<file path="config.mk">
export PLATFORM = sky130hd
export DESIGN_NAME = l2_write_buffer
export DESIGN_NICKNAME = d
export VERILOG_FILES = /design/src/rtl/l2_write_buffer_pkg.sv /design/src/rtl/l2_write_buffer_control.sv /design/src/rtl/l2_write_buffer.sv
export SDC_FILE = /design/constraint.sdc
export NUM_CORES = 1
export LEC_CHECK = 0
export ABC_AREA = 1
export CAP_MARGIN = 20
export CELL_PAD_IN_SITES_DETAIL_PLACEMENT = 2
export CELL_PAD_IN_SITES_GLOBAL_PLACEMENT = 2
export CORE_MARGIN = 3
export CORE_UTILIZATION = 22
export CTS_BUF_LIST = sky130_fd_sc_hd__clkbuf_2 sky130_fd_sc_hd__clkbuf_4 sky130_fd_sc_hd__clkbuf_8
export CTS_CLUSTER_DIAMETER = 150
export CTS_CLUSTER_SIZE = 30
export DETAILED_ROUTE_END_ITERATION = 6
export PLACE_DENSITY_LB_ADDON = 0.1
export SYNTH_ARGS = -nofsm -noshare
export SYNTH_HDL_FRONTEND = slang
export SYNTH_SLANG_ARGS = --single-unit
</file>
<file path="constraint.sdc">
create_clock -name clk -period 1.8 [get_ports clk]
set_input_delay 0.36 -clock clk [delete_from_list [all_inputs] [get_ports clk]]
set_output_delay 0.36 -clock clk [all_outputs]
set_load 0.02 [all_outputs]
</file>
<file path="src/rtl/l2_write_buffer_pkg.sv">
// Shared LC-3b memory types plus the line geometry used by the L2 write buffer.
package l2_write_buffer_pkg;

   typedef logic [15:0]  lc3b_word;
   typedef logic [127:0] lc3b_cacheline;

   localparam int unsigned LC3B_LINE_OFFSET_BITS = 4;

endpackage

</file>
<file path="src/rtl/l2_write_buffer_control.sv">
// Control FSM for the single-entry L2 write buffer: sequences acks, read pass-through and drains.
module l2_write_buffer_control (
   input  logic clk,
   input  logic rst,
   input  logic read_i,
   input  logic write_i,
   input  logic match_i,
   input  logic buf_valid_i,
   input  logic l2_resp_i,
   output logic load_buf_o,
   output logic load_rdata_o,
   output logic clr_valid_o,
   output logic sel_read_o,
   output logic l2_read_o,
   output logic l2_write_o,
   output logic resp_o
);

   typedef enum logic [2:0] {
      S_IDLE,
      S_WRESP,
      S_HRESP,
      S_READ,
      S_DRAIN
   } state_t;

   state_t state_q, state_d;

   always_ff @(posedge clk) begin
      if (rst) state_q <= S_IDLE;
      else     state_q <= state_d;
   end

   // Reads beat writes and beat draining; a started drain or read runs to its L2 response.
   always_comb begin
      state_d = state_q;
      unique case (state_q)
         S_IDLE: begin
            if (read_i) begin
               if (match_i) state_d = S_HRESP;
               else         state_d = S_READ;
            end else if (write_i) begin
               if (!buf_valid_i || match_i) state_d = S_WRESP;
               else                         state_d = S_DRAIN;
            end else if (buf_valid_i) begin
               state_d = S_DRAIN;
            end
         end
         S_WRESP, S_HRESP: state_d = S_IDLE;
         S_READ:  if (l2_resp_i) state_d = S_IDLE;
         S_DRAIN: if (l2_resp_i) state_d = S_IDLE;
         default: state_d = S_IDLE;
      endcase
   end

   always_comb begin
      load_buf_o   = 1'b0;
      load_rdata_o = 1'b0;
      clr_valid_o  = 1'b0;
      sel_read_o   = 1'b0;
      l2_read_o    = 1'b0;
      l2_write_o   = 1'b0;
      resp_o       = 1'b0;
      unique case (state_q)
         S_IDLE: begin
            load_rdata_o = read_i && match_i;
            load_buf_o   = !read_i && write_i && (!buf_valid_i || match_i);
         end
         S_WRESP, S_HRESP: resp_o = 1'b1;
         S_READ: begin
            sel_read_o = 1'b1;
            l2_read_o  = 1'b1;
            resp_o     = l2_resp_i;
         end
         S_DRAIN: begin
            l2_write_o  = 1'b1;
            clr_valid_o = l2_resp_i;
         end
         default: ;
      endcase
   end

endmodule

</file>
<file path="src/rtl/l2_write_buffer.sv">
// Single-entry write-back buffer between the cache arbiter and L2: buffer registers,
// line-match comparator and output muxing around the control FSM.
module l2_write_buffer
   import l2_write_buffer_pkg::*;
(
   input  logic         clk,
   input  logic         rst,
   input  logic [15:0]  arb_address_in,
   input  logic [127:0] arb_wdata_in,
   input  logic         arb_read_in,
   input  logic         arb_write_in,
   output logic [127:0] arb_rdata_out,
   output logic         arb_resp_out,
   output logic [15:0]  l2_address_out,
   output logic [127:0] l2_wdata_out,
   output logic         l2_read_out,
   output logic         l2_write_out,
   input  logic [127:0] l2_rdata_in,
   input  logic         l2_resp_in
);

   lc3b_word      buf_addr_q;
   lc3b_cacheline buf_data_q;
   lc3b_cacheline rdata_q;
   logic          buf_valid_q;

   logic match;
   logic load_buf, load_rdata, clr_valid, sel_read;

   assign match = buf_valid_q &&
                  (arb_address_in[15:LC3B_LINE_OFFSET_BITS] == buf_addr_q[15:LC3B_LINE_OFFSET_BITS]);

   l2_write_buffer_control u_control (
      .clk          (clk),
      .rst          (rst),
      .read_i       (arb_read_in),
      .write_i      (arb_write_in),
      .match_i      (match),
      .buf_valid_i  (buf_valid_q),
      .l2_resp_i    (l2_resp_in),
      .load_buf_o   (load_buf),
      .load_rdata_o (load_rdata),
      .clr_valid_o  (clr_valid),
      .sel_read_o   (sel_read),
      .l2_read_o    (l2_read_out),
      .l2_write_o   (l2_write_out),
      .resp_o       (arb_resp_out)
   );

   // The stored address is line-aligned so a coalescing write keeps the original line address.
   always_ff @(posedge clk) begin
      if (rst) begin
         buf_valid_q <= 1'b0;
         buf_addr_q  <= '0;
         buf_data_q  <= '0;
         rdata_q     <= '0;
      end else begin
         if (load_buf) begin
            buf_addr_q <= {arb_address_in[15:LC3B_LINE_OFFSET_BITS], {LC3B_LINE_OFFSET_BITS{1'b0}}};
            buf_data_q <= arb_wdata_in;
         end
         if (load_buf)       buf_valid_q <= 1'b1;
         else if (clr_valid) buf_valid_q <= 1'b0;
         if (load_rdata)     rdata_q <= buf_data_q;
      end
   end

   assign l2_address_out = sel_read ? arb_address_in : buf_addr_q;
   assign l2_wdata_out   = buf_data_q;
   assign arb_rdata_out  = sel_read ? l2_rdata_in : rdata_q;

endmodule
</file>
==> results of run 1 <==
kinds of logic (layout without fill, tap and decap cells):
family	count (synthesis)	after routing	synth area share
AO/OA/AOI/OAI	274	274	0.1088
XOR/XNOR	5	5	0.003476
buffers and inverters	320	937	0.1111
flip-flops	272	272	0.4322
other	0	12	0
AND/OR/NAND/NOR	1017	1019	0.3444
through the flow:
step / instances / utilization / setup TNS (ns) / cell area (um2) / hold slack, ns
6_report: 3275 / 0.4483 / -126.28 / 25330 / 0.1631
5_1_grt: 3274 / 0.4483 / -174.07 / 25330 / 0.1465
4_1_cts: 3204 / 0.3739 / -122.16 / 21120 / 0.1543
3_5_place_dp: 3112 / 0.3419 / -264.18 / 19320 / 0.4706
3_3_place_gp: 3112 / 0.3419 / -249.74 / 19320 / 0.4642
2_1_floorplan: 1888 / - / 0 / 12600 / 0.4588
synth_stat cells:
| master | number |
|---|---|
| nand2_2 | 1 |
| nand3_1 | 2 |
| clkbuf_1 | 91 |
| buf_4 | 13 |
| a21oi_1 | 132 |
| buf_6 | 14 |
| nand3_4 | 1 |
| xnor2_1 | 5 |
| nand4_1 | 129 |
| o21ai_0 | 142 |
| buf_1 | 8 |
| buf_2 | 36 |
| clkinv_1 | 1 |
| nor2_1 | 166 |
| nor3_1 | 129 |
| dfxtp_1 | 272 |
| nand3b_4 | 1 |
| nand2_1 | 587 |
| inv_1 | 157 |
| nor2_2 | 1 |
where the power goes:
part / internal, W / leakage, nW / switching, W
registers: 0.00625 / 2.21 / 0.000265
logic: 0.00241 / 8.74 / 0.00285
clock network: 0.000722 / 0.110 / 0.00225
total: 0.00938 / 11.1 / 0.00536
worst max-delay path: cells and delay by family (launching register included):
| family | cells | cell delay [ns] |
|---|---|---|
| AOI/OAI and AO/OA | 1 | 0.10 |
| buffers and inverters | 4 | 0.67 |
| DFF | 1 | 0.41 |
| and+or+nand+nor | 3 | 0.31 |
layer usage:
metal	up-vias	global-route usage
met5	-	0
met4	8	0.05384
met1	8026	0.2849
li1	7349	-
met3	98	0.04362
met2	363	0.4180
state kept, by name, summed over array words and instances, names as in the netlist:
name,cells
buf_addr_q,12
buf_valid_q,1
u_control.state_q,3
rdata_q,128
l2_wdata_out,128
area by class of cell:
type                    instances  area [um2]
clock inverters                 3       38.79
inverters                     158       605.6
well taps                     756       945.9
multi-input cells            1298        8912
clock buffers                  13       178.9
flip-flops and latches        272        5464
fillers                      6072       31170
repair buffers                763        9153
diodes                         12       30.03
what timing repair did:
action	in CTS	in global routing
endpoints found under the setup margin	546	498
gates cloned	39	39
pin swaps	26	167
resized for setup	1141	1009
buffers inserted	38	43
endpoints found under the hold margin	0	0
final timing paths:
| path | startpoint | depth (start not counted) | slack (ns) | end |
|---|---|---|---|---|
| setup / recovery | u_control.state_q[0]$_SDFFE_PP0P_ | 8 | -0.67 | arb_rdata_out[64] |
| hold / removal | arb_address_in[15] | 3 | 0.16 | buf_addr_q[15]$_SDFFE_PP0P_ |
| setup reg to reg | buf_addr_q[15]$_SDFFE_PP0P_ | 12 | -0.24 | rdata_q[24]$_SDFFE_PP0P_ |
| hold reg to reg | l2_wdata_out[122]$_SDFFE_PP0P_ | 2 | 0.50 | l2_wdata_out[122]$_SDFFE_PP0P_ |
==> metrics, run 1 <==
outcome finished, violations left; violated checks negative setup slack; Ys Warns 0; Reg clk slew, reported paths 0.21 ns; pre-CTS setup slack -0.8152 ns; Clock Latency Late Sink 0.61 ns; worst slew pin tran 1.081 ns; routed length per instance 25.13 um; DRT Pass-1 Iters 4; Die H 245.3 um; Power, Total 0.01474 W; initial DRC count 644; drc violations 0; crit-path max FO 9; number of buffers created by CTS 13; Avg Inst Size Synth around 6.7 um2; Vias/cell just under 5; Worst slew margin 0.2797; full die area 60180 um2; global-route wire length before repair 106700 um; Pleak 11.05 nW; Slew Viols, Final 0; Seq/Total Area, Yosys 0.4322; final worst clock skew 0.05225 ns; most common cell after layout, fill and taps aside clkdlybuf4s50_1; Synth area leaders dfxtp_1, nand2_1, nand4_1; Row Count 87; CTS Root Cell clkbuf_8; crit path cell chain nand2_4 > nor2_4 > buf_12 > buf_16 > buf_8 > nand2_1 > o21ai_0 > buf_4; routability cong. roughly 0.77; Synth area leader dfxtp_1; share of the synthesized area in the top cell type 0.4322; crit path DAT 2.11 ns; CTS tree done; min Tclk post-route 2.475 ns; CP Launch Type flop; DR WL met3 4195 um; global-route usage over all layers 0.2319; core box area 56500 um2; slowest stage delay, CP 0.41 ns; critical path's slowest cell dfxtp_2; initial antenna violation count 17; HP Class primary input to flop; Top Metal Used met5; Synthesized Nets 2165; Met1 Wirelength about 34000 um; largest net degree at the start of global routing about 130; Req. time, crit path between 1 and 1.5 ns; CP endpoint kind output pin; Netlist cell types 20; final worst slack -0.6747 ns; PD cells 582.1 nW/um2; remaining antenna violation count 0; H-Tree Level Count 1; Synth Cell Area 12600 um2; vias after detailed routing 15.84k; NumNets Final 2783; Final setup viols 450; P&R area growth vs syn 101.0%; Tcrit/Tclk final 1.375; Max Freq 404.1 MHz; maxcap violations 0; share of layout cells above drive strength 1 0.4232; Routed WL 82300 um; final hold vios 0; Peak VDD IR 479.0 uV; I/O Buffers 551; Top Ports roughly 550; clock sink count 272; HPWL after DPL 46270 um; clk buf depth 3; vias in the first global route 16.40k; Die Width 245.3 um; Worst Path Class, Setup flop to output pin; unrepaired setup endpoints after global routing yes; WL met2 41900 um; grt ovf 0; Initial Utilization 0.2230; Yosys reg bits 272; most frequent cells in the layout clkdlybuf4s50_1, dfxtp_1, nand2_1; Synth Instances roughly 1.9k; CTS Hold Bufs 0
Note: power is estimated with default switching activity, not from simulation.
==> inputs of run 2 (changes only) <==
Settings changed: GPL_TIMING_DRIVEN from default to 0, SLEW_MARGIN from default to 10.
==> run 2 against run 1 <==
  * The run still ends with negative setup slack left
  * Critical path depth is the same
  * Highest routed layer unchanged
  * First-iteration DRC count shrank 14%
  * Routed wire length is 7.0% lower
  * Fmax is essentially flat
  * Flip-flop and latch count stayed put
  * Clock power decreased by 3%
  * Via count shrank 1.5%
  * Design area is 7.0% lower
  * Clock skew rose by 0.032 ns
  * Sequential share of layout area up 1.6 points
  * Power is 4.2% lower
  * Register-to-register slack got worse by 0.02 ns
==> metrics, run 2 (synthesized netlist as in run 1, its figures left out) <==
Met1 Wirelength 31190 um; min Tclk post-route 2.475 ns; I/O Buffers 549; drc violations 0; Initial Utilization 0.2230; crit path cell chain nand2_2 > nor2_4 > buf_6 > clkbuf_16 > clkbuf_16 > nand2_2 > o21ai_1 > buf_4; Vias/cell ~4.7; FILL cells 6281; CP endpoint kind output pin; clk buf depth 3; Row Count 87; final hold vios 0; global-route usage over all layers 0.2176; most frequent cells in the layout nand2_1, clkdlybuf4s50_1, dfxtp_1; Top Ports 552; violated checks negative setup slack; remaining antenna violation count 0; Reg clk slew, reported paths 0.21 ns; slowest stage delay, CP 0.39 ns; number of buffers created by CTS 13; core box area 56500 um2; Req. time, crit path 1.44 ns; Routed WL 76500 um; HPWL after DPL 52740 um; HP Class primary input to flop; Final setup viols 543; footprint of the multi-input gates 7292 um2; Clock Latency Late Sink 0.62 ns; crit path DAT 2.12 ns; crit-path max FO 8; Pleak 10.07 nW; initial DRC count approximately 550; CTS Root Cell clkbuf_8; Top Metal Used met5; PD cells approximately 600 nW/um2; CTS tree done; worst slew pin tran 0.8249 ns; H-Tree Level Count 1; WL met2 39700 um; Max Freq 404.0 MHz; Worst slew margin 0.4500; final worst clock skew 0.08441 ns; Hold WS about 0.28 ns; largest net degree at the start of global routing 31; DR WL met3 3880 um; share of layout cells above drive strength 1 0.2868; most common cell after layout, fill and taps aside nand2_1; outcome finished, violations left; routability cong. between 0.7 and 0.8; Slew Viols, Final 0; DRT Pass-1 Iters 4; post-route core utilization 0.4170; final worst slack -0.6754 ns; vias in the first global route 15.98k; Tcrit/Tclk final 1.375; Die H about 250 um; maxcap violations 0; routed length per instance 23.05 um; critical path's slowest cell dfxtp_2; clock sink count 272; Die Width 245.3 um; P&R area growth vs syn 87.00%; initial antenna violation count 21; Peak VDD IR 442.0 uV; unrepaired setup endpoints after global routing yes; CP Launch Type flop; global-route wire length before repair 100300 um; full die area about 60000 um2; Worst Path Buf+Inv 4; delay-heaviest family, CP buffers and inverters; vias after detailed routing 15.61k; Reg area approximately 5500 um2; grt ovf 0; Worst Path Class, Setup flop to output pin; NumNets Final 2829
[run 2: cell count changes in the layout (fill, tap and decap cells not counted), moves of 40 or more]
| cell | previous run | this run |
|---|---|---|
| a21oi_1 | 20 | 94 |
| buf_12 | 76 | 36 |
| a21oi_2 | 112 | 38 |
| nand2_4 | 209 | 64 |
| clkbuf_1 | 0 | 43 |
| nand2_2 | 157 | 117 |
| nand2_1 | 221 | 407 |
| dlygate4sd2_1 | 67 | 0 |
| clkdlybuf4s50_1 | 273 | 399 |
[run 2: worst reg2reg max path: stages, from the launching register on]
cell and delay (ns):
dfxtp_2 0.37, buf_4 0.14, buf_4 0.14, nor2_4 0.12, nand2_4 0.10, nor2_4 0.18
buf_6 0.13, nand3_4 0.09, buf_12 0.17, clkbuf_16 0.18, buf_4 0.14, nand2_1 0.06
nand2_1 0.05, nor2_1 0.11
[run 2: through the flow]
stage	setup TNS, ns	cell area [um2]	cells	setup WS, ns	total power, W
floorplan	0	12600	1888	0.01086	0.008019
global placement	-495.62	19040	3193	-1.978	0.009906
detailed placement	-443.05	19070	3195	-1.421	0.009979
CTS	-219.92	19510	3222	-0.6787	0.01300
global route	-211.87	23560	3317	-0.7783	0.01478
finish	-161.71	23560	3319	-0.6754	0.01412
[run 2: report_power, final]
group | switching [W] | total, W | internal, W
logic | 0.00250 | 0.00478 | 0.00228
clock network | 0.00218 | 0.00289 | 0.000707
registers | 0.000211 | 0.00646 | 0.00625
total | 0.00489 | 0.0141 | 0.00923
[run 2: path summary, 6_finish.rpt]
path | start | end | slack, ns | cells after the start
min reg2reg | l2_wdata_out[29]$_SDFFE_PP0P_ | rdata_q[29]$_SDFFE_PP0P_ | 0.48 | 2
min | arb_wdata_in[57] | l2_wdata_out[57]$_SDFFE_PP0P_ | 0.28 | 3
max | u_control.state_q[1]$_SDFFE_PP0P_ | l2_address_out[6] | -0.68 | 8
max reg2reg | u_control.state_q[0]$_SDFFE_PP0P_ | buf_addr_q[15]$_SDFFE_PP0P_ | -0.26 | 13
[run 2: what timing repair did]
item / 4_1_cts / 5_1_grt
resized for setup: 1022 / 879
hold buffers: 0 / 0
cloned: 5 / 55
endpoints found under the setup margin: 546 / 547
setup buffers: 7 / 33
pin swaps: 2 / 136
endpoints found under the hold margin: 0 / 0
[run 2: cell type report]
type / instances / area share
multi-input cells: 1297 / 0.3095
repair buffers: 649 / 0.3057
flip-flops and latches: 272 / 0.2317
plain buffers: 161 / 0.07743
well taps: 756 / 0.04015
inverters: 158 / 0.02517
clock buffers: 13 / 0.007594
clock inverters: 2 / 0.001593
diodes: 11 / 0.001168
[run 2: metal layers]
| metal | global-route usage | up-vias |
|---|---|---|
| met5 | 0 | - |
| met4 | 0.05679 | 16 |
| met1 | 0.2643 | 7746 |
| met2 | 0.3910 | 354 |
| li1 | - | 7416 |
| met3 | 0.04340 | 75 |
==> inputs of run 3 (changes only) <==
--- a/constraint.sdc
+++ b/constraint.sdc
@@ -3,2 +3,2 @@
 set_output_delay 0.36 -clock clk [all_outputs]
-set_load 0.02 [all_outputs]
+set_load 0.005 [all_outputs]
==> run 3 against run 2 <==
  * The flow still finishes with violations (negative setup slack)
  * Global-route usage up 0.13 points
  * First-iteration DRC count up 11%
  * Register-to-register slack worse by 0.04 ns
  * Sequential share of layout area up 2.7 points
  * Flip-flop and latch count unchanged
  * Clock power about the same
  * Design area down 11%
  * Clock skew down 0.0084 ns
  * Fmax up 1.8%
  * Critical endpoint is now arb_rdata_out[33]
  * Largest cell class unchanged
==> metrics, run 3 (synthesized netlist as in run 1, its figures left out) <==
core box area between 50000 and 60000 um2; HP Class primary input to flop; crit path DAT 2.07 ns; FF-to-FF setup slack -0.30 ns; clock sink count 272; min Tclk post-route around 2.4 ns; HPWL after DPL 52820 um; share of layout cells above drive strength 1 0.1823; DRT Pass-1 Iters 4; Top Ports roughly 550; WHS Path Cells 3; drc violations 0; final worst slack -0.6325 ns; Worst Hold Path EP l2_wdata_out[119]$_SDFFE_PP0P_; outcome finished, violations left; Top Metal Used met5; crit-path max FO 6; vias in the first global route ~16k; Worst slew margin 0.2946; Met1 Wirelength a little under 30000 um; Max Freq 411.1 MHz; full die area 60180 um2; clk buf depth 3; initial DRC count 614; Row Count 87; CP Launch Type flop; reg2reg start buf_addr_q[13]$_SDFFE_PP0P_; cell count after placement 3195; most frequent cells in the layout nand2_1, clkdlybuf4s50_1, dfxtp_1; Die Width ~250 um; CTS tree done; Initial Utilization 0.2230; Worst Reg-to-Reg Cells 10; Cell Count, Final, Fillers Out 3273; I/O Buffers 549; CTS Root Cell clkbuf_8; maxcap violations 0; vias after detailed routing 15.14k; largest net degree at the start of global routing 31; DR WL met3 4016 um; Pleak 9.271 nW; Routed WL 71180 um; P&R area growth vs syn 67.19%; Clock Latency Late Sink roughly 0.60 ns; Req. time, crit path 1.44 ns; final hold vios 0; worst slew pin tran between 1 and 1.5 ns; crit path cell chain nand2_4 > nor2_4 > buf_12 > clkbuf_16 > buf_12 > clkbuf_16 > nand2_4 > o21ai_4 > buf_2; critical path's slowest cell dfxtp_2; number of buffers created by CTS 13; crit path from u_control.state_q[1]$_SDFFE_PP0P_; Tcrit/Tclk final 1.351; fin area 21070 um2; NumNets Final 2790; H-Tree Level Count 1; placed cell area 19070 um2; slowest stage delay, CP between 0.4 and 0.5 ns; Die H around 250 um; CP endpoint kind output pin; Peak VDD IR 380.2 uV; violated checks negative setup slack; grt ovf 0; Reg clk slew, reported paths 0.21 ns; Worst Path Class, Setup flop to output pin; initial antenna violation count 13; unrepaired setup endpoints after global routing yes; global-route usage over all layers 0.2189; routability cong. ~0.8; routed length per instance 21.75 um; FF-to-FF End rdata_q[118]$_SDFFE_PP0P_; WL met2 36320 um; final worst clock skew roughly 0.076 ns; global-route wire length before repair between 100000 and 150000 um; most common cell after layout, fill and taps aside nand2_1; Vias/cell 4.626; remaining antenna violation count 0; PD cells 623.3 nW/um2; HP Start arb_wdata_in[119]; Final setup viols 535; Slew Viols, Final 0
[run 3: cell count changes in the layout (fill, tap and decap cells not counted), sizes merged, moves of 3 or more]
cell,change
buf,-50
clkbuf,-5
clkdlybuf4s50,+3
diode,-7
clkdlybuf4s15,+6
dlygate4sd2,+9
[run 3: final cells by class]
| cell class | instances | area, um2 |
|---|---|---|
| Sequential cell | 272 | 5451 |
| Clock buffer | 14 | 192.7 |
| Clock inverter | 1 | 30.03 |
| Timing Repair Buffer | 613 | 5956 |
| Multi-Input combinational cell | 1297 | 6430 |
| Tap cell | 756 | 945.9 |
| Buffer | 158 | 1456 |
| Inverter | 158 | 593.1 |
| Antenna cell | 4 | 10.01 |
| Fill cell | 6476 | 35430 |
[run 3: layer usage]
layer  up-vias  global-route usage
li1       7316                   -
met1      7425              0.2632
met2       314              0.4040
met3        71             0.04263
met4        14             0.04324
met5         -                   0
[run 3: power by group]
part / total [W] / leakage [nW] / switching [W] / internal (W)
clock: 0.00286 / 0.112 / 0.00211 / 0.000746
combinational: 0.00382 / 6.96 / 0.00194 / 0.00189
sequential: 0.00644 / 2.20 / 0.000200 / 0.00624
total: 0.0131 / 9.27 / 0.00425 / 0.00888
[run 3: repair_timing]
action,in CTS,in global routing
setup endpoints to repair,546,546
gates resized for setup,839,260
hold buffers,0,0
setup buffers,14,18
pin swaps,3,34
hold endpoints to repair,0,0
gates cloned,14,18
[run 3: through the flow]
stage                     worst slack [ns]  power [W]  setup TNS [ns]  hold slack [ns]  utilization
after floorplan                     0.1595   0.007693               0           0.4588            -
after global placement              -1.894   0.009561         -472.58           0.4712       0.3370
after detailed placement            -1.416   0.009641         -430.06           0.4775       0.3376
after CTS                          -0.6738    0.01270         -176.90           0.2897       0.3499
after global routing               -0.7206    0.01377         -195.79           0.3019       0.3729
final                              -0.6325    0.01313         -128.84           0.3218       0.3729
[run 3: critical path, delay by kind of cell (launching register included)]
family / cells / cell delay (ns)
buf+inv: 5 / 0.76
compound gates: 1 / 0.06
simple gates: 3 / 0.23
flops: 1 / 0.41
[run 3: worst max path at each step]
stage | end | slack [ns] | depth (start not counted)
floorplan | arb_rdata_out[100] | 0.16 | 6
global placement | l2_address_out[14] | -1.89 | 7
detailed placement | l2_address_out[14] | -1.42 | 7
CTS | arb_rdata_out[96] | -0.67 | 9
global route | arb_rdata_out[34] | -0.72 | 9
finish | arb_rdata_out[33] | -0.63 | 9
